<file path="config.mk">
export PLATFORM = sky130hd
export DESIGN_NAME = neuron_mac
export DESIGN_NICKNAME = d
export VERILOG_FILES = /design/src/rtl/neuron_mac.sv
export SDC_FILE = /design/constraint.sdc
export NUM_CORES = 1
export LEC_CHECK = 0
export CORE_MARGIN = 10
export CORE_UTILIZATION = 50
export DETAILED_ROUTE_END_ITERATION = 8
export GPL_TIMING_DRIVEN = 0
export PLACE_DENSITY = 0.71
export SETUP_SLACK_MARGIN = 0.4
export SLEW_MARGIN = 15
export SYNTH_ARGS = -nofsm -noshare
export SYNTH_HDL_FRONTEND = slang
export SYNTH_SLANG_ARGS = --single-unit
</file>
<file path="constraint.sdc">
create_clock -name clk -period 8.3 [get_ports clk]
set_clock_uncertainty 0.15 [all_clocks]
set_input_delay 0.83 -clock clk [delete_from_list [all_inputs] [get_ports clk]]
set_output_delay 0.83 -clock clk [all_outputs]
set_load 0.01 [all_outputs]
</file>
<file path="src/rtl/neuron_mac.sv">
`default_nettype none
// ============================================================================
//  Module      : neuron_mac
//  Description : Serial multiply-accumulate for one MLP neuron. Accumulates
//                N_INPUTS signed (x, w) products onto a signed bias and
//                presents the pre-activation sum, optionally ReLU'd.
//  Revision    : 1.0 - initial release
// ============================================================================
module neuron_mac #(
    parameter int N_INPUTS = 62,
    parameter int DATA_W   = 8,
    parameter int ACC_W    = 21,
    parameter int RELU     = 1
) (
    input  logic              clk,
    input  logic              rst,
    input  logic              start,
    input  logic [DATA_W-1:0] bias,
    input  logic              in_valid,
    output logic              in_ready,
    input  logic [DATA_W-1:0] x,
    input  logic [DATA_W-1:0] w,
    output logic              busy,
    output logic              out_valid,
    input  logic              out_ready,
    output logic [ACC_W-1:0]  acc_out
);

    localparam int c_CNT_W  = $clog2(N_INPUTS + 1);
    localparam int c_PROD_W = 2 * DATA_W;
    localparam logic [c_CNT_W-1:0] c_LAST = c_CNT_W'(N_INPUTS - 1);

    typedef enum logic [1:0] {
        S_IDLE = 2'd0,
        S_ACC  = 2'd1,
        S_DONE = 2'd2
    } state_t;

    state_t                   r_state;
    logic [ACC_W-1:0]         r_acc;
    logic [c_CNT_W-1:0]       r_cnt;
    logic                     r_in_ready;
    logic                     r_busy;
    logic                     r_out_valid;
    logic [ACC_W-1:0]         r_acc_out;

    logic signed [c_PROD_W-1:0] w_prod;
    logic [ACC_W-1:0]           w_prod_ext;
    logic [ACC_W-1:0]           w_bias_ext;
    logic [ACC_W-1:0]           w_sum;
    logic [ACC_W-1:0]           w_result;
    logic                       w_beat;

    assign w_prod     = $signed(x) * $signed(w);
    assign w_prod_ext = {{(ACC_W - c_PROD_W){w_prod[c_PROD_W-1]}}, w_prod};
    assign w_bias_ext = {{(ACC_W - DATA_W){bias[DATA_W-1]}}, bias};
    assign w_sum      = r_acc + w_prod_ext;
    // in_ready is registered high exactly while in S_ACC, so it doubles as the state qualifier
    assign w_beat     = in_valid & r_in_ready;
    assign w_result   = ((RELU != 0) && w_sum[ACC_W-1]) ? '0 : w_sum;

    always_ff @(posedge clk) begin
        if (rst) begin
            r_state     <= S_IDLE;
            r_acc       <= '0;
            r_cnt       <= '0;
            r_in_ready  <= 1'b0;
            r_busy      <= 1'b0;
            r_out_valid <= 1'b0;
            r_acc_out   <= '0;
        end else begin
            case (r_state)
                S_IDLE: begin
                    if (start) begin
                        r_acc      <= w_bias_ext;
                        r_cnt      <= '0;
                        r_in_ready <= 1'b1;
                        r_busy     <= 1'b1;
                        r_state    <= S_ACC;
                    end
                end
                S_ACC: begin
                    if (w_beat) begin
                        r_acc <= w_sum;
                        r_cnt <= r_cnt + c_CNT_W'(1);
                        if (r_cnt == c_LAST) begin
                            r_in_ready  <= 1'b0;
                            r_out_valid <= 1'b1;
                            r_acc_out   <= w_result;
                            r_state     <= S_DONE;
                        end
                    end
                end
                S_DONE: begin
                    if (out_ready) begin
                        r_out_valid <= 1'b0;
                        r_busy      <= 1'b0;
                        r_acc_out   <= '0;
                        r_state     <= S_IDLE;
                    end
                end
                default: begin
                    r_state     <= S_IDLE;
                    r_in_ready  <= 1'b0;
                    r_busy      <= 1'b0;
                    r_out_valid <= 1'b0;
                    r_acc_out   <= '0;
                end
            endcase
        end
    end

    assign in_ready  = r_in_ready;
    assign busy      = r_busy;
    assign out_valid = r_out_valid;
    assign acc_out   = r_acc_out;

endmodule
`default_nettype wire

</file>
==> results.py <==
metrics = {
    "run_status": {
        "outcome": "finished clean",
    },
    "yosys": {
        "yosysUniqueCellTypes": 58,
        "synth_compound_area_share_pct": 17.1,
        "ys_async_sr_fraction_pct": 0,
        "synth_fp_nets": 792,
        "synthMuxAreaShare_pct": 0.384,
        "yosys_warnings": 0,
        "synthCells": 655,
        "ys_ff_latch": 52,
        "ys.flop_type": "dfxtp_1",
        "synthSimpleGateAreaFrac_pct": 17.8,
        "synthXorXnorAreaFrac_pct": 5.38,
        "synthAdderAreaFrac_pct": 32.0,
        "syn_area_per_cell_um2": 8.45,
        "synth_top_family_by_area": "adder cells",
        "synth_seq_area_share_pct": 18.8,
        "synth_area_um2": 5530,
        "synth_edf_count": 0,
    },
    "sta": {
        "finalCriticalPeriod_ns": 7.58,
        "max_freq_mhz": 132,
        "tightest_slew_ns": 0.653,
        "timing.final.ws_setup_ns": 0.716,
        "maxSlewViolCount": 0,
        "period_share_pct": 91.4,
        "hold_viol_final": 0,
        "max-slew-margin-rel_pct": 56.4,
        "rsz0062_at_grt": "no",
        "setup_violations": 0,
    },
    "finish": {
        "drive_above_1_share_pct": 3.78,
        "fin_util_pct": 58.7,
        "final_cell_mix": "inv_1 (103), nand2_1 (58), fa_1 (56), dfxtp_1 (52), ha_1 (51)",
        "n_antenna_cell": 0,
        "layout.nets": 851,
        "layout_commonest_cell": "inv_1",
        "area_delta_synth_final_pct": 15.0,
        "fillers": 970,
    },
    "routing": {
        "ant_nets": 0,
        "drc": 0,
        "route.vias.total": 4709,
        "detail_route.wl_per_cell_um": 15.0,
        "firstDrtPassIters": 5,
        "wl_um": 12900,
        "drt-vias-per-instance": 5.51,
        "drt_iter0_drc": 349,
    },
    "critical_path": {
        "path_max_fanout": 8,
        "r2r_slack_ns": 4.92,
        "cp-end-kind": "register",
        "critPathLaunchType": "primary input",
        "arrival_ns": 7.65,
        "worst-setup-path-type": "primary input to register",
        "cp.required_ns": 8.36,
    },
    "power_and_ir_drop": {
        "ir_worst_vdd_mv": 0.259,
        "p_total_mw": 2.74,
        "powerDensity_nw_per_um2": 430,
        "p_leak_nw": 2.85,
    },
    "die": {
        "core-area_um2": 10800,
        "std_cell_rows": 38,
        "initial_core_util_pct": 51.1,
        "die_y_um": 125,
        "die_area_um2": 15700,
        "die_w_um": 125,
        "ios": 53,
    },
    "clocking": {
        "clk_root_buffer_cell": "clkbuf_8",
        "clock_latency_ns": 0.31,
        "cts_tree": "yes",
        "cts-buffers-inserted": 5,
        "clk_path_buf_depth": 2,
        "cts_hold_repair.buffers": 0,
        "h-tree-depth": 2,
        "clock_sinks": 52,
        "clk_pin_slew_ns": 0.10,
    },
    "global_routing": {
        "gr-total-overflow": 0,
        "antenna_found_initial": 0,
        "track_usage_pct": 16.3,
        "first_global_vias": 4699,
        "grt_max_degree": 17,
        "grt_pass1_wl_um": 22300,
    },
    "hold_path": {
        "hp-class": "register to register",
    },
    "placement": {
        "portBuffers": 51,
        "hpwl_um": 10400,
        "place_ws_ns": -0.174,
        "gp_congestion": 0.874,
    },
    "job": {
        "drv_cap": 0,
    },
}
flip-flops by register name, indices dropped and copies added (netlist names):
register / count
busy: 1
r_acc: 21
r_cnt: 6
acc_out: 20
out_valid: 1
in_ready: 1
r_state: 2
per-stage QoR:
stage               TNS [ns]  cells  area [um2]  hold slack [ns]
floorplan                  0    655        5530            0.304
global placement       -1.31    846        6220            0.296
detailed placement     -1.69    846        6220            0.297
CTS                        0    855        6330            0.324
global route               0    855        6360            0.347
finish                     0    855        6360            0.321
final timing paths:
path                            startpoint     endpoint  cells past startpoint
worst min register to register  acc_out[7]   acc_out[7]                      2
worst min-delay path            acc_out[7]   acc_out[7]                      2
worst max-delay path                  x[5]  acc_out[17]                     27
worst max register to register    r_acc[0]  acc_out[17]                     12
layout make-up:
cell class | instances | area [um2] | share of cell area [%]
inverter | 103 | 387 | 6.07
clock buffer | 6 | 72.6 | 1.14
timing repair buffer | 52 | 531 | 8.33
sequential | 52 | 1040 | 16.4
multi-input combinational | 481 | 4060 | 63.8
buffer | 19 | 83.8 | 1.32
clock inverter | 2 | 16.3 | 0.256
tap | 140 | 175 | 2.75
cells in the mapped netlist, types with 4 or more instances:
cell type  instances  area share, %
nand3_1            8           0.72
a211oi_1          19            2.6
xnor2_1           21            3.3
xor2_1             6           0.95
nor2b_1           10            1.1
a21oi_1           35            3.2
fa_1              56             20
and2_1            46            5.2
nor3b_1            5           0.68
o21bai_1           4           0.54
nor2_1            42            2.8
inv_1            103            7.0
clkbuf_1          15            1.0
a21o_1             7           0.95
dfxtp_1           52             19
ha_1              52             12
nand2_1           58            3.9
nor3_1            14            1.3
a31oi_1            4           0.45
o21ai_0           32            2.9
a22o_2             5           0.90
critical path, cell delays in order:
cell             delay, ns
clkdlybuf4s50_1       0.55
and2_1                0.25
fa_1                  0.51
inv_1                 0.06
fa_1                  0.49
inv_1                 0.06
fa_1                  0.53
inv_1                 0.06
fa_1                  0.52
inv_1                 0.04
ha_1                  0.33
and2_4                0.19
a22o_1                0.23
a311oi_4              0.34
a21oi_2               0.15
xnor2_4               0.21
ha_1                  0.26
clkbuf_1              0.18
a21oi_1               0.16
o21ai_0               0.14
nor3b_1               0.19
o21ai_0               0.18
a41oi_2               0.31
xnor3_1               0.27
and3_1                0.21
buf_6                 0.14
a32o_1                0.24
kinds of logic after synthesis:
logic type,Yosys count
AOI/OAI and AO/OA,141
xor gates and xnor gates,30
and+or+nand+nor,199
buffers and inverters,122
DFF,52
other,1
muxes,2
adders and majority gates,108
report_power, final:
group          internal (mW)  total (mW)  leakage, nW  switching, mW
Sequential             0.287       0.310        0.425         0.0229
Combinational          0.977        2.27         2.39           1.30
Clock                 0.0603       0.152       0.0414         0.0916
Total                   1.32        2.74         2.85           1.41
layer usage:
layer | GRT usage, % | up-vias | share of wire, %
met2 | 27.4 | 87 | 49
met4 | 2.71 | 0 | 0.74
met1 | 22.2 | 2314 | 46
met3 | 1.99 | 9 | 3.6
met5 | 0 | - | 0
li1 | - | 2299 | -
timing repair:
action,4_1_cts,5_1_grt
endpoints found under the setup margin,19,22
buffers inserted,1,0
gates resized for setup,1,9
pin swaps,1,0
(Power assumes the default switching activity.)
==> RTL change (config.mk and constraints unchanged) <==
The parameter `DATA_W` goes from 8 to 6.
--- a/src/rtl/neuron_mac.sv
+++ b/src/rtl/neuron_mac.sv
@@ -8,7 +8,7 @@
 // ============================================================================
 module neuron_mac #(
     parameter int N_INPUTS = 62,
-    parameter int DATA_W   = 8,
+    parameter int DATA_W   = 6,
     parameter int ACC_W    = 21,
     parameter int RELU     = 1
 ) (
Interface: changed (resized bias, w and x); port bits go from 53 to 47. The function was not compared with the original's and may differ.
==> RTL change against the unedited design <==
  * Clock power is 4% higher
  * Sequential cell count stayed put
  * Global-route usage is 0.71 points higher
  * Combinational power is 41% lower
  * Wire length is 12% lower
  * Final area is 18% lower
  * Total power is 35% lower
  * Critical endpoint is now acc_out[0]
  * Critical path type unchanged
  * Via count is 14% lower
  * Synthesized area is 19% lower
  * Core utilization is 0.52 points higher
  * Die area is 16% lower
  * Sequential share of layout area is 3.7 points higher
  * Setup slack better by 220 ps
==> RTL change: results (changes against the unedited design) <==
[setup_path]
r2r_start=r_acc[0]
cp_max_fo=10  ; +2
rrSetupSlack_ps=5140  ; +220 ps
crit_start=w[2]
critPathArrivalTime_ps=7440  ; -210 ps
crit_end=acc_out[0]
reg2reg_depth=13  ; +1

[synth]
synth_common_cells=dfxtp_1, a21oi_1, nand2_1
synth_fp_nets=633  ; -20%
yosysUniqueCellTypes=59  ; +1.7%
yosys-top-cells-area=dfxtp_1, ha_1, fa_1
ys_seq_area_share_pct=23.1  ; +4.3 points
async_flop_share_pct=0  ; unchanged
ys_warn_count=0  ; unchanged

[route]
dr.pass1.iters=5  ; unchanged
viasPerCell=5.80  ; +5.3%
drt_iter0_drc=315  ; -9.7%
wl_mm=11.3  ; -12%

[outcome]
status=completed

[cts]
cts.clk_slew.worst_paths_ps=90
root_buffer=clkbuf_8
cts_buffer_depth=2  ; unchanged
cts-resized-gates=0  ; -1
clock_latency_ps=310  ; about the same
cts_inserted_buffers=5  ; unchanged
cts.htree.levels=2  ; unchanged
post-cts-setup-buffers=0  ; -1

[sta]
worst_slew_pin_slew_ps=1050  ; +393 ps

[cells_and_area]
largest-register=r_acc
final_nets=685  ; -20%
drive_gt1_share_pct=4.40  ; +0.62 points
largest_reg_flops=21  ; unchanged
n_antenna_cell=0  ; unchanged

[hold_path]
hold_depth=2  ; unchanged
hold_path.startpoint=acc_out[16]
hp-class=reg2reg
min_to=acc_out[16]

[placement]
gp_congestion=0.896  ; +2.5%
numPortBuffers=45  ; -12%
place_hpwl_mm=9.11  ; -12%
placed_area_um2=5090  ; -18%

[global_route]
antenna_found_initial=0  ; unchanged
grt_pass1_wl_mm=18.8  ; -16%
grt_pass1_vias=3834  ; -18%
grt_max_degree=15  ; -2
track_usage_pct=17.0  ; +0.71 points

[job]
cap_violations=0  ; unchanged

[power_and_ir_drop]
p_int_w=0.000873  ; -34%
p_leak_nw=2.20  ; -23%
peakVddDrop_mv=0.274  ; +6.0%

RTL change: cell types whose count changed in the layout (fill, tap and decap cells not counted), sizes merged, moves of 8 or more:
cell,before,now
nand3,8,28
and2,47,27
nand2,58,47
a21oi,36,50
a211oi,19,10
fa,56,27
a22o,8,0
o21ai,33,16
ha,52,44
xnor2,22,14
inv,103,37
RTL change: cells by family (layout without fill, tap and decap cells):
family / count (synthesis) / count (layout) / synth area share (%)
XOR/XNOR: 26 / 26 / 5.05
flip-flops: 52 / 52 / 23.1
adder cells (fa/ha/maj): 71 / 71 / 24.2
buffers and inverters: 59 / 111 / 5.41
other: 1 / 1 / 0.0832
AND/OR/NAND/NOR: 204 / 204 / 22.9
AO/OA/AOI/OAI: 123 / 123 / 18.6
multiplexers: 3 / 3 / 0.694
RTL change: routing by layer:
| layer | global-route usage, % | part of all wire [%] | vias up |
|---|---|---|---|
| li1 | - | - | 1993 |
| met1 | 23.2 | 46 | 1946 |
| met2 | 28.2 | 48 | 99 |
| met3 | 2.40 | 4.9 | 17 |
| met4 | 3.05 | 1.1 | 0 |
| met5 | 0 | 0 | - |
RTL change: area by class of cell:
type	instances	area (um2)
Inverter	37	139
Buffer	22	105
Fill cell	790	3570
Sequential cell	52	1040
Timing Repair Buffer	45	450
Clock buffer	7	96.3
Tap cell	108	135
Multi-Input combinational cell	428	3220
RTL change: metrics by stage:
step           std cells  hold WS [ps]  util (%)  setup slack, ps
2_1_floorplan        539           304         -             1830
3_3_place_gp         692           292      58.1              729
3_5_place_dp         692           294      58.1              675
4_1_cts              699           305      59.2              988
5_1_grt              699           324      59.2              490
6_report             699           308      59.2              939
RTL change: worst max-delay path: stages:
cell	delay [ps]
clkdlybuf4s50_1	500
and2_1	220
fa_1	640
inv_1	160
fa_1	520
fa_1	510
inv_1	40
ha_1	280
ha_1	370
nand3_1	100
o211ai_2	230
o41ai_4	90
xnor2_1	340
inv_1	290
ha_1	340
buf_2	160
a211oi_2	260
o21ai_1	110
o211ai_1	180
o21a_1	180
a21boi_1	110
o21ai_4	290
clkbuf_1	370
nand3_1	130
a21oi_1	180
RTL change: power groups by stage:
| stage | Sequential (W) | Clock [W] | Combinational [W] |
|---|---|---|---|
| 6_report | 0.000277 | 0.000158 | 0.00134 |
| 5_1_grt | 0.000279 | 0.000166 | 0.00150 |
| 4_1_cts | 0.000277 | 0.000159 | 0.00133 |
| 3_5_place_dp | 0.000283 | 0 | 0.00132 |
| 3_3_place_gp | 0.000283 | 0 | 0.00129 |
| 2_1_floorplan | 0.000281 | 0 | 0.00106 |
